===== src/rtl/param_mem_ctrl.sv =====
// Parametrised single-port synchronous RAM with byte-lane writes, pipelined reads,
// an optional zero-fill sweep after reset and a dropped-request error pulse.
module param_mem_ctrl #(
  parameter int ADDR_WIDTH   = 4,
  parameter int DATA_WIDTH   = 8,
  parameter int RD_LATENCY   = 1,
  parameter bit CLEAR_ON_RST = 1'b1
) (
  input  logic                    clk,
  input  logic                    rst,
  input  logic [ADDR_WIDTH-1:0]   address,
  input  logic                    write_en,
  input  logic                    read_en,
  input  logic [DATA_WIDTH/8-1:0] byte_en,
  input  logic [DATA_WIDTH-1:0]   data_wr,
  output logic [DATA_WIDTH-1:0]   data_rd,
  output logic                    rd_valid,
  output logic                    busy,
  output logic                    drop_err
);

  localparam int DEPTH  = 2 ** ADDR_WIDTH;
  localparam int NLANES = DATA_WIDTH / 8;

  if (RD_LATENCY < 1 || RD_LATENCY > 4) begin : g_bad_latency
    $error("param_mem_ctrl: RD_LATENCY must be in 1..4");
  end
  if (DATA_WIDTH % 8 != 0 || DATA_WIDTH < 8) begin : g_bad_width
    $error("param_mem_ctrl: DATA_WIDTH must be a non-zero multiple of 8");
  end

  typedef enum logic {INIT, READY} state_t;

  state_t                state_q;
  logic [ADDR_WIDTH:0]   cnt_q;
  logic [ADDR_WIDTH:0]   cnt_d;
  logic                  busy_q;
  logic                  drop_err_q;
  logic [DATA_WIDTH-1:0] mem_q [DEPTH];
  logic [RD_LATENCY-1:0] vld_q;
  logic [DATA_WIDTH-1:0] pipe_q [RD_LATENCY];

  logic ready;
  logic rd_accept;

  assign ready     = (state_q == READY);
  assign rd_accept = ready & read_en;
  assign cnt_d     = cnt_q + 1'b1;

  // The sweep and normal writes share the one write port, so both live here.
  always_ff @(posedge clk) begin
    if (rst) begin
      drop_err_q <= 1'b0;
      cnt_q      <= '0;
      if (CLEAR_ON_RST) begin
        state_q <= INIT;
        busy_q  <= 1'b1;
      end else begin
        state_q <= READY;
        busy_q  <= 1'b0;
      end
    end else begin
      drop_err_q <= 1'b0;
      case (state_q)
        INIT: begin
          mem_q[cnt_q[ADDR_WIDTH-1:0]] <= '0;
          cnt_q      <= cnt_d;
          drop_err_q <= write_en | read_en;
          if (cnt_q == (ADDR_WIDTH+1)'(DEPTH - 1)) begin
            state_q <= READY;
            busy_q  <= 1'b0;
          end
        end
        READY: begin
          if (write_en) begin
            for (int i = 0; i < NLANES; i++) begin
              if (byte_en[i]) mem_q[address][8*i +: 8] <= data_wr[8*i +: 8];
            end
          end
        end
        default: begin
          state_q <= READY;
          busy_q  <= 1'b0;
        end
      endcase
    end
  end

  // Stage data only moves with a valid token, so the last stage holds between reads.
  always_ff @(posedge clk) begin
    if (rst) begin
      vld_q <= '0;
      for (int k = 0; k < RD_LATENCY; k++) pipe_q[k] <= '0;
    end else begin
      vld_q[0] <= rd_accept;
      if (rd_accept) pipe_q[0] <= mem_q[address];
      for (int k = 1; k < RD_LATENCY; k++) begin
        vld_q[k] <= vld_q[k-1];
        if (vld_q[k-1]) pipe_q[k] <= pipe_q[k-1];
      end
    end
  end

  assign data_rd  = pipe_q[RD_LATENCY-1];
  assign rd_valid = vld_q[RD_LATENCY-1];
  assign busy     = busy_q;
  assign drop_err = drop_err_q;

endmodule

===== config.mk =====
export PLATFORM = sky130hd
export DESIGN_NAME = param_mem_ctrl
export DESIGN_NICKNAME = d
export VERILOG_FILES = /design/src/rtl/param_mem_ctrl.sv
export SDC_FILE = /design/constraint.sdc
export NUM_CORES = 1
export LEC_CHECK = 0
export ABC_CLOCK_PERIOD_IN_PS = 5600
export BUFFER_PORTS_ARGS = -buffer_cell sky130_fd_sc_hd__buf_2
export CAP_MARGIN = 20
export CELL_PAD_IN_SITES_DETAIL_PLACEMENT = 1
export CELL_PAD_IN_SITES_GLOBAL_PLACEMENT = 2
export CORE_MARGIN = 2
export CORE_UTILIZATION = 51
export DETAILED_ROUTE_END_ITERATION = 8
export PLACE_DENSITY = 0.88
export REMOVE_ABC_BUFFERS = 1
export SLEW_MARGIN = 20
export SYNTH_ARGS = -nofsm -noshare
export SYNTH_HDL_FRONTEND = slang
export SYNTH_SLANG_ARGS = --single-unit

===== constraint.sdc =====
create_clock -name clk -period 5.6 [get_ports clk]
set_input_delay 1.12 -clock clk [delete_from_list [all_inputs] [get_ports clk]]
set_output_delay 1.12 -clock clk [all_outputs]
set_load 0.01 [all_outputs]

# Yosys cells after proc, flatten, opt, wreduce, memory -nomap -nowiden

Memory sizes are Yosys's and may differ from the RTL's.
Index checks and enable logic that the tools add are counted.

Flip-flop bits (word level): 9
RAM bits: 136
Input bits: 17
Word-level logic and storage cells: 36
Memories kept: 2

Memory list:

| name   | depth | bits a word | rd ports | clocked after memory_dff | write ports | line | text |
|---|---|---|---|---|---|---|---|
| mem_q  | 16    | 8           | 1        | 0                        | 1           | 39   | `logic [DATA_WIDTH-1:0] mem_q [DEPTH];` |
| pipe_q | 1     | 8           | 1        | 0                        | 1           | 41   | `logic [DATA_WIDTH-1:0] pipe_q [RD_LATENCY];` |

$add $sub $neg: 1
Eq/ne operators: 1
Multiplexer cells: 20
Bitwise operators: 3
Reduce and logical (&&, ||, !) cells: 4

Operators with widths:

| operator                                       | number |
|---|---|
| two-way mux 1 bit                              | 17 |
| two-way mux 8 bit                              | 2 |
| OR reduction 8 bit                             | 2 |
| adder 5 x 1 -> 5 bit (second input constant)   | 1 |
| == test 5 x 4 -> 1 bit (second input constant) | 1 |
| two-way mux 4 bit                              | 1 |
| AND reduction 2 bit                            | 1 |
| OR reduction 2 bit                             | 1 |
| bitwise AND 1 bit                              | 1 |
| NOT 1 bit                                      | 1 |
| bitwise OR 1 bit                               | 1 |

# Logic depth before layout (Yosys ltp)

Gate-level depths: netlist of run 1.

Depth after elaboration: 7
Depth in mapped cells: 6
Depth with buffers taken out: 6

# Least setup slack after synthesis of run 1

OpenSTA, ideal clock, no wires.

Path kind: input to register
Start point: in rst
End point: mem mem_q[15][0], enable pin
Arrival time: 2,268 ps
Data required time: 5,230 ps
Slack: 2,962 ps
Stages on the path: 4
Cells stage by stage: and4b_1 buf_2 mux2_2 nor2_1

Word-level cells in the longest chain between the ends: 4
Elaborated cells on any way between the ends: 7
Classes of those cells: mux: 6; reduce/logical: 1

RTL lines:

| element                                                                 | line | text |
|---|---|---|
| start: declaration                                                      | 10   | `input logic rst,` |
| two-way mux 1 bit                                                       | 52   | `if (rst) begin` |
| two-way mux 1 bit (implied by the code)                                 | 77   | `if (byte_en[i]) mem_q[address][8*i +: 8] <= data_wr[8*i +: 8];` |
| OR reduction 8 bit (no line)                                            | --   |  |
| two-way mux 4 bit (no line) / two-way mux 1 bit (equally long branches) | --   |  |
| end: declaration                                                        | 39   |  |

Parallel ways exist; a longest one is shown, timed or not.

# Worst setup path in the final report of run 1

Start point: in address[0]
End point: mem mem_q[9][4], enable pin

Word-level cells in the longest chain between the ends: 1

RTL lines:

| element                     | line | text |
|---|---|---|
| start: declaration          | 11   | `input logic [ADDR_WIDTH-1:0] address,` |
| two-way mux 4 bit (no line) | --   |  |

No other way between the ends.

==> results of run 1 <==
[layout by cell type (no fill, tap or decap)]
cell type and count:
o21a_1 1, clkinvlp_4 2, and3_1 1, mux2i_1 12, inv_1 4, clkbuf_1 3, a21o_1 2, nor3_1 1
and2_1 9, mux4_2 22, nand2_1 3, nor4b_1 1, bufinv_16 5, inv_6 1, xnor2_1 2, buf_2 27
a31oi_1 1, edfxtp_1 136, buf_4 1, a22oi_1 1, mux2_2 1, clkbuf_8 4, nor2_1 27, xor2_1 1
a21oi_1 1, nor2b_1 6, and4b_1 1, nand2b_1 1, ha_1 2, dfxtp_1 9, a32oi_1 2, mux4_1 10
nand4b_1 1, o211ai_1 8, clkbuf_16 17, and3b_1 1, nand3_1 16
[logic make-up (layout without fill, tap and decap cells)]
group / after synthesis / in the layout / share of synthesized area, %
flip-flops: 145 / 145 / 73.5
AO/OA/AOI/OAI: 16 / 16 / 2.05
AND/OR/NAND/NOR: 68 / 68 / 5.87
buffers and inverters: 21 / 64 / 2.37
adder cells (fa/ha/maj): 2 / 2 / 0.431
XOR/XNOR: 3 / 3 / 0.453
multiplexers: 45 / 45 / 15.3
[worst max path at each step]
stage,startpoint,end,slack (ps),depth (start not counted)
final,address[0],mem_q[9][4],2440,5
after global routing,address[0],mem_q[15][0],2300,5
after CTS,address[0],mem_q[9][4],2430,5
after detailed placement,address[0],mem_q[9][1],2020,5
after global placement,address[0],mem_q[3][7],2170,5
after floorplan,rst,mem_q[15][0],2820,3
[report_power, final]
group | internal, µW | switching (µW)
Clock | 841 | 432
Combinational | 32.3 | 47.2
Sequential | 1180 | 7.82
Total | 2060 | 487
[metrics by stage]
stage / std cells / power, µW
finish: 483 / 2540
global route: 483 / 2600
CTS: 483 / 2550
detailed placement: 451 / 1290
global placement: 451 / 1290
floorplan: 283 / 1250
[sequential cells by signal, summed over array words and instances (netlist names)]
signal    count
ready         1
rd_valid      1
mem_q       128
cnt_q         5
pipe_q        8
busy          1
drop_err      1
[routing by layer]
layer  vias up  part of all wire [%]  track usage [%]
met4         0                   2.3             9.25
met2       121                    51             38.9
met1      1548                    41             31.2
met5         -                     0                0
met3        19                   5.7             5.19
li1       1278                     -                -
[cell type report]
type | count | share of cell area, %
clock buffer | 24 | 7.38
clock inverter | 8 | 2.61
inverter | 4 | 0.225
multi-input combinational | 134 | 21.0
sequential | 145 | 64.0
tap | 140 | 2.63
timing repair buffer | 28 | 2.14
[worst max-delay path, delay by kind of cell]
kind	cells	cell delay, ps
buffers and inverters	2	900
muxes	1	200
and+or+nand+nor	2	950
==> flow_summary.json, run 1 <==
{
  "port_buffers": 27,
  "crit_arrival_ps": 3190,
  "min_path_type": "reg -> reg",
  "powerDensity_mw_per_mm2": 382,
  "io_pins": 28,
  "synthArstFlopShare_pct": 0,
  "cts_root_buf": "clkbuf_16",
  "wl_per_cell_um": 28.2,
  "wirelength_um": 13600,
  "ys_types": 34,
  "ant_nets": 0,
  "ctsResizeCount": 0,
  "dieHeight_um": 111,
  "max_freq_mhz": 317,
  "fillers": 942,
  "globalplace.congestion": 0.799,
  "start_util_pct": 52.8,
  "worst_slew_pin_slew_ps": 954,
  "hold_viol": 0,
  "hold_path_depth": 2,
  "path_cells": "buf_2, buf_4, nor2b_1, mux2i_1, nor2_1",
  "antenna_found_initial": 0,
  "outcome": "completed",
  "synth-edff-count": 136,
  "fin_crit_ps": 3160,
  "seqCellArea_mm2": 0.00426,
  "ys_ff_latch": 145,
  "drt_iter0_drc": 277,
  "clkTransAtPathRegs_ps": 60,
  "yosysTopAreaCell": "edfxtp_1",
  "cp-start-kind": "input pin",
  "gr-total-overflow": 0,
  "r2r-start": "ready",
  "grt_pass1_vias": 3095,
  "synth_top_cells_by_count": "136 x edfxtp_1, 27 x nor2_1, 22 x mux4_2, 16 x nand3_1, 12 x mux2i_1",
  "endpoint_kind": "flip-flop",
  "ys_seq_area_share_pct": 73.5,
  "min_to": "cnt_q[4]",
  "multi_input_area_mm2": 0.00140,
  "grt_usage_pct": 23.7,
  "grt_max_degree": 36,
  "slowest_delay_ps": 750,
  "syn_inst": 300,
  "rsz0062_at_grt": "false",
  "hold_slack_ps": 489,
  "grt_pass1_wl_um": 20400,
  "fin_ws_ps": 2440,
  "yosysWarnings": 0,
  "finalSetupTns_ps": 0,
  "hold_buffers": 0,
  "clk_path_buf_depth": 2,
  "min-delay-start": "cnt_q[4]",
  "fp-row-count": 38,
  "maxCapViolCount": 0,
  "slew_viol_final": 0,
  "drcViolationCount": 0,
  "synth.top_cell.area_share_pct": 70.4,
  "finClkSkew_ps": 7.61,
  "cts_made_buffers": 17,
  "synth_flop_cell": "edfxtp_1",
  "coreArea_mm2": 0.0110,
  "setup_violations": 0,
  "dpl_cell_area_mm2": 0.00600,
  "dr_total_vias": 2966,
  "final_core_util_pct": 60.7,
  "p_leak_uw": 0.00249,
  "r2r_setup_slack_ps": 2740,
  "dieArea_mm2": 0.0122,
  "cts_tree": "yes",
  "clock_sinks": 145,
  "n_antenna_cell": 0,
  "drive_above_1_share_pct": 23.3,
  "slew_headroom_pct": 36.1,
  "clock_latency_ps": 420,
  "crit_required_ps": 5640,
  "dieWidth_um": 111,
  "ir_drop_mv": 0.228,
  "worst-r2r-cell-count": 3,
  "syn_area_per_cell_um2": 19.3,
  "synth_area_leaders": "edfxtp_1 70%, mux4_2 8.5%, mux4_1 4.5%",
  "r2r-end": "mem_q[6][6]",
  "final_nets": 349,
  "avgViaCountPerCell": 6.14,
  "h-tree-depth": 4,
  "cp_max_fo": 21,
  "timing_worst_setup_path_type": "in -> reg",
  "area_delta_synth_final_pct": 14.8,
  "critical_path.slowest_cell": "nor2_1",
  "postLayoutCellArea_mm2": 0.00666,
  "cts_setup_buffers": 0,
  "synth_area_mm2": 0.00580,
  "firstDrtPassIters": 5,
  "synth.most_common_cell": "edfxtp_1",
  "dp_slack_ps": 2020,
  "dp_hpwl_um": 8020,
  "min_period_over_period_pct": 56.4
}
(Power assumes the default switching activity.)
==> run 2, diff against run 1 <==
--- a/config.mk
+++ b/config.mk
@@ -5,15 +5,16 @@
 export SDC_FILE = /design/constraint.sdc
 export NUM_CORES = 1
 export LEC_CHECK = 0
-export ABC_CLOCK_PERIOD_IN_PS = 5600
+export ABC_AREA = 1
+export ABC_CLOCK_PERIOD_IN_PS = 2550
 export BUFFER_PORTS_ARGS = -buffer_cell sky130_fd_sc_hd__buf_2
 export CAP_MARGIN = 20
 export CELL_PAD_IN_SITES_DETAIL_PLACEMENT = 1
 export CELL_PAD_IN_SITES_GLOBAL_PLACEMENT = 2
 export CORE_MARGIN = 2
-export CORE_UTILIZATION = 51
+export CORE_UTILIZATION = 36
 export DETAILED_ROUTE_END_ITERATION = 8
-export PLACE_DENSITY = 0.88
+export PLACE_DENSITY = 0.79
 export REMOVE_ABC_BUFFERS = 1
 export SLEW_MARGIN = 20
 export SYNTH_ARGS = -nofsm -noshare
==> constraint.sdc (replaced) <==
create_clock -name clk -period 2.55 [get_ports clk]
set_input_delay 0.51 -clock clk [delete_from_list [all_inputs] [get_ports clk]]
set_output_delay 0.51 -clock clk [all_outputs]
set_load 0.01 [all_outputs]
==> run 2 against run 1 <==
  * Critical endpoint is now mem_q[1][1]
  * Via count rose by 45%
  * First-iteration DRC count up 19%
  * Clock-buffer cell count down 7
==> flow_summary.json, run 2 <==
{
  "outcome": "completed",
  "area_delta_synth_final_pct": 18.9,
  "slew_viol_final": 0,
  "start_util_pct": 36.5,
  "fp-row-count": 48,
  "min_period_over_period_pct": 78.0,
  "final_cell_mix": "199 x nand2_1, 136 x edfxtp_1, 87 x inv_1, 84 x nand3_1, 32 x nor2_1",
  "crit_family": "simple AND/OR/NAND/NOR gates",
  "ys_seq_area_share_pct": 68.3,
  "hold_buffers": 0,
  "h-tree-depth": 4,
  "syn_inst": 611,
  "synth_area_leaders": "edfxtp_1 65%, nand2_1 12%, nand3_1 6.7%",
  "p_sw_uw": 1170,
  "globalplace.congestion": 0.804,
  "seqPwrFrac_pct": 47.6,
  "synth-edff-count": 136,
  "min_path_type": "in -> reg",
  "dieWidth_um": 136,
  "cts_made_buffers": 17,
  "synth_flop_cell": "edfxtp_1",
  "clockPowerShare_pct": 47.1,
  "synth_area_mm2": 0.00624,
  "clock_sinks": 145,
  "critical_path.slowest_cell": "dfxtp_1",
  "avgViaCountPerCell": 4.79,
  "slew_headroom_pct": 56.6,
  "final_core_util_pct": 43.3,
  "finalNonFillerCells": 900,
  "finClkSkew_ps": 10.2,
  "dr_total_vias": 4310,
  "cp_max_fo": 17,
  "wirelength_um": 16200,
  "clock_latency_ps": 430,
  "cp-startpoint": "ready",
  "io_pins": 28,
  "grt_use_met3_pct": 3.55,
  "cp.depth": 7,
  "maxCapViolCount": 0,
  "ir_drop_mv": 0.456,
  "combPwrFrac_pct": 5.3,
  "powerDensity_mw_per_mm2": 739,
  "synth.top_cell.area_share_pct": 65.5,
  "syn_area_per_cell_um2": 10.2,
  "firstDrtPassIters": 4,
  "ys_ff_latch": 145,
  "crit_arrival_ps": 2120,
  "grt_pass1_wl_um": 25300,
  "cp-start-kind": "flip-flop",
  "dieArea_mm2": 0.0184,
  "yosysWarnings": 0,
  "top_usage_layer": "met2",
  "crit_required_ps": 2680,
  "cts_root_buf": "clkbuf_16",
  "internal-power_uw": 4320,
  "cts_setup_buffers": 0,
  "reg_top3": "mem_q: 128 flops, pipe_q: 8 flops, cnt_q: 5 flops",
  "met2_usage_pct": 32.2,
  "antenna_found_initial": 0,
  "hold_viol": 0,
  "grt_max_degree": 65,
  "grt_pass1_vias": 4628,
  "final_nets": 681,
  "wl_per_cell_um": 18.0,
  "ant_nets": 0,
  "gr-total-overflow": 0,
  "ys_types": 25,
  "rsz0062_at_grt": "false",
  "coreArea_mm2": 0.0171,
  "largest_register_ffs": 128,
  "worst-r2r-cell-count": 7,
  "fin_crit_ps": 1990,
  "ctsResizeCount": 0,
  "synth.most_common_cell": "nand2_1",
  "cts_tree": "yes",
  "dpl.cell_count": 868,
  "cp_num_buf_inv": 2,
  "port_buffers": 27,
  "n_antenna_cell": 0,
  "endpoint_kind": "flip-flop",
  "synthArstFlopShare_pct": 0,
  "timing_worst_setup_path_type": "reg -> reg",
  "final_common_cell": "nand2_1",
  "switching_share_pct": 21.3,
  "clk_path_buf_depth": 2,
  "regMostFlops": "mem_q",
  "worst_slew_pin_slew_ps": 651,
  "path_cells": "inv_2, nor2_4, nand3_4, o21ai_1, nand3_1, nor2_1, buf_4",
  "setup_violations": 0,
  "dp_hpwl_um": 10900,
  "max_freq_mhz": 503,
  "yosysTopAreaCell": "edfxtp_1",
  "grt_usage_pct": 19.0,
  "power_uw": 5480,
  "dieHeight_um": 136,
  "r2r-end": "mem_q[1][1]",
  "clkTransAtPathRegs_ps": 60,
  "crit_path_end": "mem_q[1][1]",
  "r2r-start": "ready",
  "drcViolationCount": 0,
  "drt_iter0_drc": 329,
  "r2r_setup_slack_ps": 560,
  "p_leak_uw": 0.00315,
  "met1_usage_pct": 23.4,
  "slowest_delay_ps": 390,
  "drive_above_1_share_pct": 15.0,
  "synth_top_cells_by_count": "199 x nand2_1, 136 x edfxtp_1, 88 x inv_1, 84 x nand3_1, 32 x nor2_1"
}
[run 2: changes by cell type in the layout (fill, tap and decap cells not counted), moves of 10 or more]
cell,before,now
mux2i_1,12,0
nand2_1,3,199
mux4_2,22,0
buf_4,1,29
inv_1,4,87
mux4_1,10,0
nand3_1,16,84
[run 2: cell type report]
| type | instances | area (µm²) |
|---|---|---|
| sequential | 145 | 4260 |
| inverter | 92 | 347 |
| clock buffer | 17 | 425 |
| timing repair buffer | 59 | 413 |
| fill | 1924 | 9700 |
| clock inverter | 15 | 191 |
| multi-input combinational | 347 | 1500 |
| tap | 225 | 282 |
[run 2: metal layers]
| metal | vias up | routed length (µm) |
|---|---|---|
| met1 | 2084 | 7070 |
| met4 | 0 | 473 |
| met5 | - | 0 |
| li1 | 2087 | - |
| met2 | 105 | 7950 |
| met3 | 34 | 747 |
[run 2: how the worst min path moves through the flow]
stage,from,end,cells after the start
detailed placement,busy,busy,2
floorplan,cnt_q[4],cnt_q[4],2
finish,read_en,drop_err,3
global route,read_en,rd_valid,3
global placement,cnt_q[4],cnt_q[4],2
CTS,read_en,drop_err,3
[run 2: cell families after synthesis]
group,count (synthesis),share of synthesized area (%)
AND/OR/NAND/NOR,327,22.0
flip-flops,145,68.3
buffers and inverters,119,7.66
AO/OA/AOI/OAI,18,1.60
adder cells (fa/ha/maj),2,0.401
[run 2: through the flow]
stage / hold slack, ps / area [µm²] / setup TNS [ps] / worst slack, ps
5_1_grt: 369 / 7420 / 0 / 354
2_1_floorplan: 453 / 6110 / -886 / -27.7
6_report: 331 / 7420 / 0 / 561
3_3_place_gp: 473 / 6800 / 0 / 449
3_5_place_dp: 481 / 6800 / 0 / 347
4_1_cts: 330 / 7420 / 0 / 555
[run 2: power by group through the flow]
stage / Sequential (µW) / Combinational, µW / Clock [µW]
final: 2610 / 290 / 2580
after global routing: 2610 / 323 / 2710
after CTS: 2610 / 293 / 2620
after detailed placement: 2660 / 291 / 0
after global placement: 2660 / 282 / 0
after floorplan: 2660 / 143 / 0
[run 2: worst min-delay path: stages]
cell and delay, ps:
buf_2 80, nor2_1 30, nor2_1 90
==> run 3, diff against run 2 <==
--- a/config.mk
+++ b/config.mk
@@ -6,7 +6,7 @@
 export NUM_CORES = 1
 export LEC_CHECK = 0
 export ABC_AREA = 1
-export ABC_CLOCK_PERIOD_IN_PS = 2550
+export ABC_CLOCK_PERIOD_IN_PS = 1800
 export BUFFER_PORTS_ARGS = -buffer_cell sky130_fd_sc_hd__buf_2
 export CAP_MARGIN = 20
 export CELL_PAD_IN_SITES_DETAIL_PLACEMENT = 1
==> constraint.sdc (replaced) <==
create_clock -name clk -period 1.8 [get_ports clk]
set_input_delay 0.36 -clock clk [delete_from_list [all_inputs] [get_ports clk]]
set_output_delay 0.36 -clock clk [all_outputs]
set_load 0.01 [all_outputs]
==> run 3 against run 2 <==
  * Critical path depth stayed put
  * Power is 48% higher
  * Routed wire length is 2.1% higher
  * Final area is 6.5% higher
  * Core utilization is 2.8 points higher
  * Setup slack worse by 550 ps
  * Non-clock buffer count is 19 higher
  * Maximum frequency is 11% higher
  * Largest power group is now the clock network
==> flow_summary.json, run 3 (same netlist as run 2, synthesis figures left out) <==
{
  "grt_max_degree": 36,
  "final_common_cell": "nand2_1",
  "final_core_util_pct": 46.1,
  "grt_usage_pct": 19.1,
  "start_util_pct": 36.5,
  "worst_slew_pin_slew_ps": 322,
  "grt_pass1_wl_um": 25200,
  "fillers": 1889,
  "grt_pass1_vias": 4583,
  "r2r-start": "ready",
  "multi_input_area_mm2": 0.00169,
  "endpoint_kind": "flip-flop",
  "dieArea_mm2": 0.0184,
  "postLayoutCellArea_mm2": 0.00790,
  "path_cells": "inv_2, nor2_4, nand3_4, o21ai_4, nand2_4, nor2_2, buf_6",
  "globalplace.congestion": 0.774,
  "rsz0062_at_grt": "true",
  "cts_made_buffers": 17,
  "slew_headroom_pct": 78.3,
  "p_leak_uw": 0.00332,
  "ir_drop_mv": 0.571,
  "slowest_delay_ps": 330,
  "cts_tree": "yes",
  "drive_above_1_share_pct": 21.9,
  "port_buffers": 27,
  "min_path_type": "in -> reg",
  "cp_max_fo": 8,
  "powerDensity_mw_per_mm2": 1030,
  "timing_worst_setup_path_type": "reg -> reg",
  "hold_viol": 0,
  "ant_nets": 0,
  "crit_arrival_ps": 1920,
  "gr-total-overflow": 0,
  "cp-start-kind": "flip-flop",
  "fin_crit_ps": 1790,
  "cts_root_buf": "clkbuf_16",
  "firstDrtPassIters": 4,
  "worst-r2r-cell-count": 7,
  "max_freq_mhz": 559,
  "min-delay-start": "read_en",
  "final_cell_mix": "194 x nand2_1, 136 x edfxtp_1, 84 x inv_1, 80 x nand3_1, 31 x buf_4",
  "h-tree-depth": 4,
  "dp_hpwl_um": 11300,
  "finClkSkew_ps": 9.59,
  "dr_total_vias": 4371,
  "clkTransAtPathRegs_ps": 60,
  "dieHeight_um": 136,
  "io_pins": 28,
  "dieWidth_um": 136,
  "antenna_found_initial": 0,
  "setup_violations": 0,
  "r2r-end": "mem_q[9][6]",
  "final_nets": 701,
  "area_delta_synth_final_pct": 26.6,
  "dpl_cell_area_mm2": 0.00697,
  "avgViaCountPerCell": 4.75,
  "reg_top3": "mem_q: 128 flops, pipe_q: 8 flops, cnt_q: 5 flops",
  "largest_register_ffs": 128,
  "wirelength_um": 16600,
  "clock_latency_ps": 420,
  "min_to": "drop_err",
  "seqCellArea_mm2": 0.00427,
  "hold_path_depth": 3,
  "dpl.cell_count": 885,
  "r2r_setup_slack_ps": 10,
  "hold_slack_ps": 179,
  "maxCapViolCount": 0,
  "drt_iter0_drc": 257,
  "finalSetupTns_ps": 0,
  "hold_buffers": 0,
  "outcome": "completed",
  "drcViolationCount": 0,
  "regMostFlops": "mem_q",
  "critical_path.slowest_cell": "dfxtp_2",
  "crit_required_ps": 1930,
  "fp-row-count": 48,
  "min_period_over_period_pct": 99.4,
  "wl_per_cell_um": 18.0,
  "slew_viol_final": 0,
  "n_antenna_cell": 0,
  "finalNonFillerCells": 920,
  "clock_sinks": 145,
  "coreArea_mm2": 0.0171,
  "clk_path_buf_depth": 2
}
## run 3: cell types whose count changed in the layout (fill, tap and decap cells not counted), sizes merged
cell    change
nand3       +1
buf        +19
bufinv      +2
clkinv      -2
## run 3: worst max path at each step
| stage | from | end | slack (ps) | cells after the start |
|---|---|---|---|---|
| finish | ready | mem_q[9][6] | 10 | 7 |
| global route | ready | mem_q[15][6] | -70 | 7 |
| CTS | ready | mem_q[10][4] | -4 | 7 |
| detailed placement | rst | mem_q[10][5] | -130 | 7 |
| global placement | rst | mem_q[10][5] | -40 | 7 |
| floorplan | address[0] | mem_q[10][0] | -630 | 5 |
## run 3: final cells by class
class | instances | share of cell area [%]
timing repair buffer | 78 | 8.17
clock inverter | 15 | 3.04
sequential | 145 | 54.0
tap | 225 | 3.56
inverter | 92 | 4.40
multi-input combinational | 348 | 21.4
clock buffer | 17 | 5.39
## run 3: routing by layer
layer / vias to the layer above / share of wire, % / GRT usage [%]
met3: 27 / 3.8 / 2.96
met5: - / 0 / 0
li1: 2127 / - / -
met4: 0 / 2.7 / 8.68
met1: 2136 / 44 / 24.0
met2: 81 / 49 / 32.5
## run 3: what timing repair did
item,CTS,global route
setup endpoints to repair,8,128
resized for setup,0,62
pin swaps,0,8
gates cloned,0,1
setup buffers,0,2
## run 3: through the flow
stage	worst slack, ps	total power, µW
4_1_cts	-4.12	8130
3_3_place_gp	-41.5	4190
6_report	11.6	8120
2_1_floorplan	-628	3980
5_1_grt	-69.9	8350
3_5_place_dp	-127	4210
## run 3: critical path: cells and delay by family (launching register included)
kind	cells	cell delay, ps
AOI/OAI and AO/OA	1	270
buffers and inverters	2	200
DFF	1	330
and+or+nand+nor	4	690
## run 3: report_power, final
group | switching, µW | leakage (µW) | internal, µW
Sequential | 17.8 | 0.00151 | 3690
Combinational | 317 | 0.00149 | 165
Clock | 1340 | 0.000319 | 2590
Total | 1680 | 0.00332 | 6440
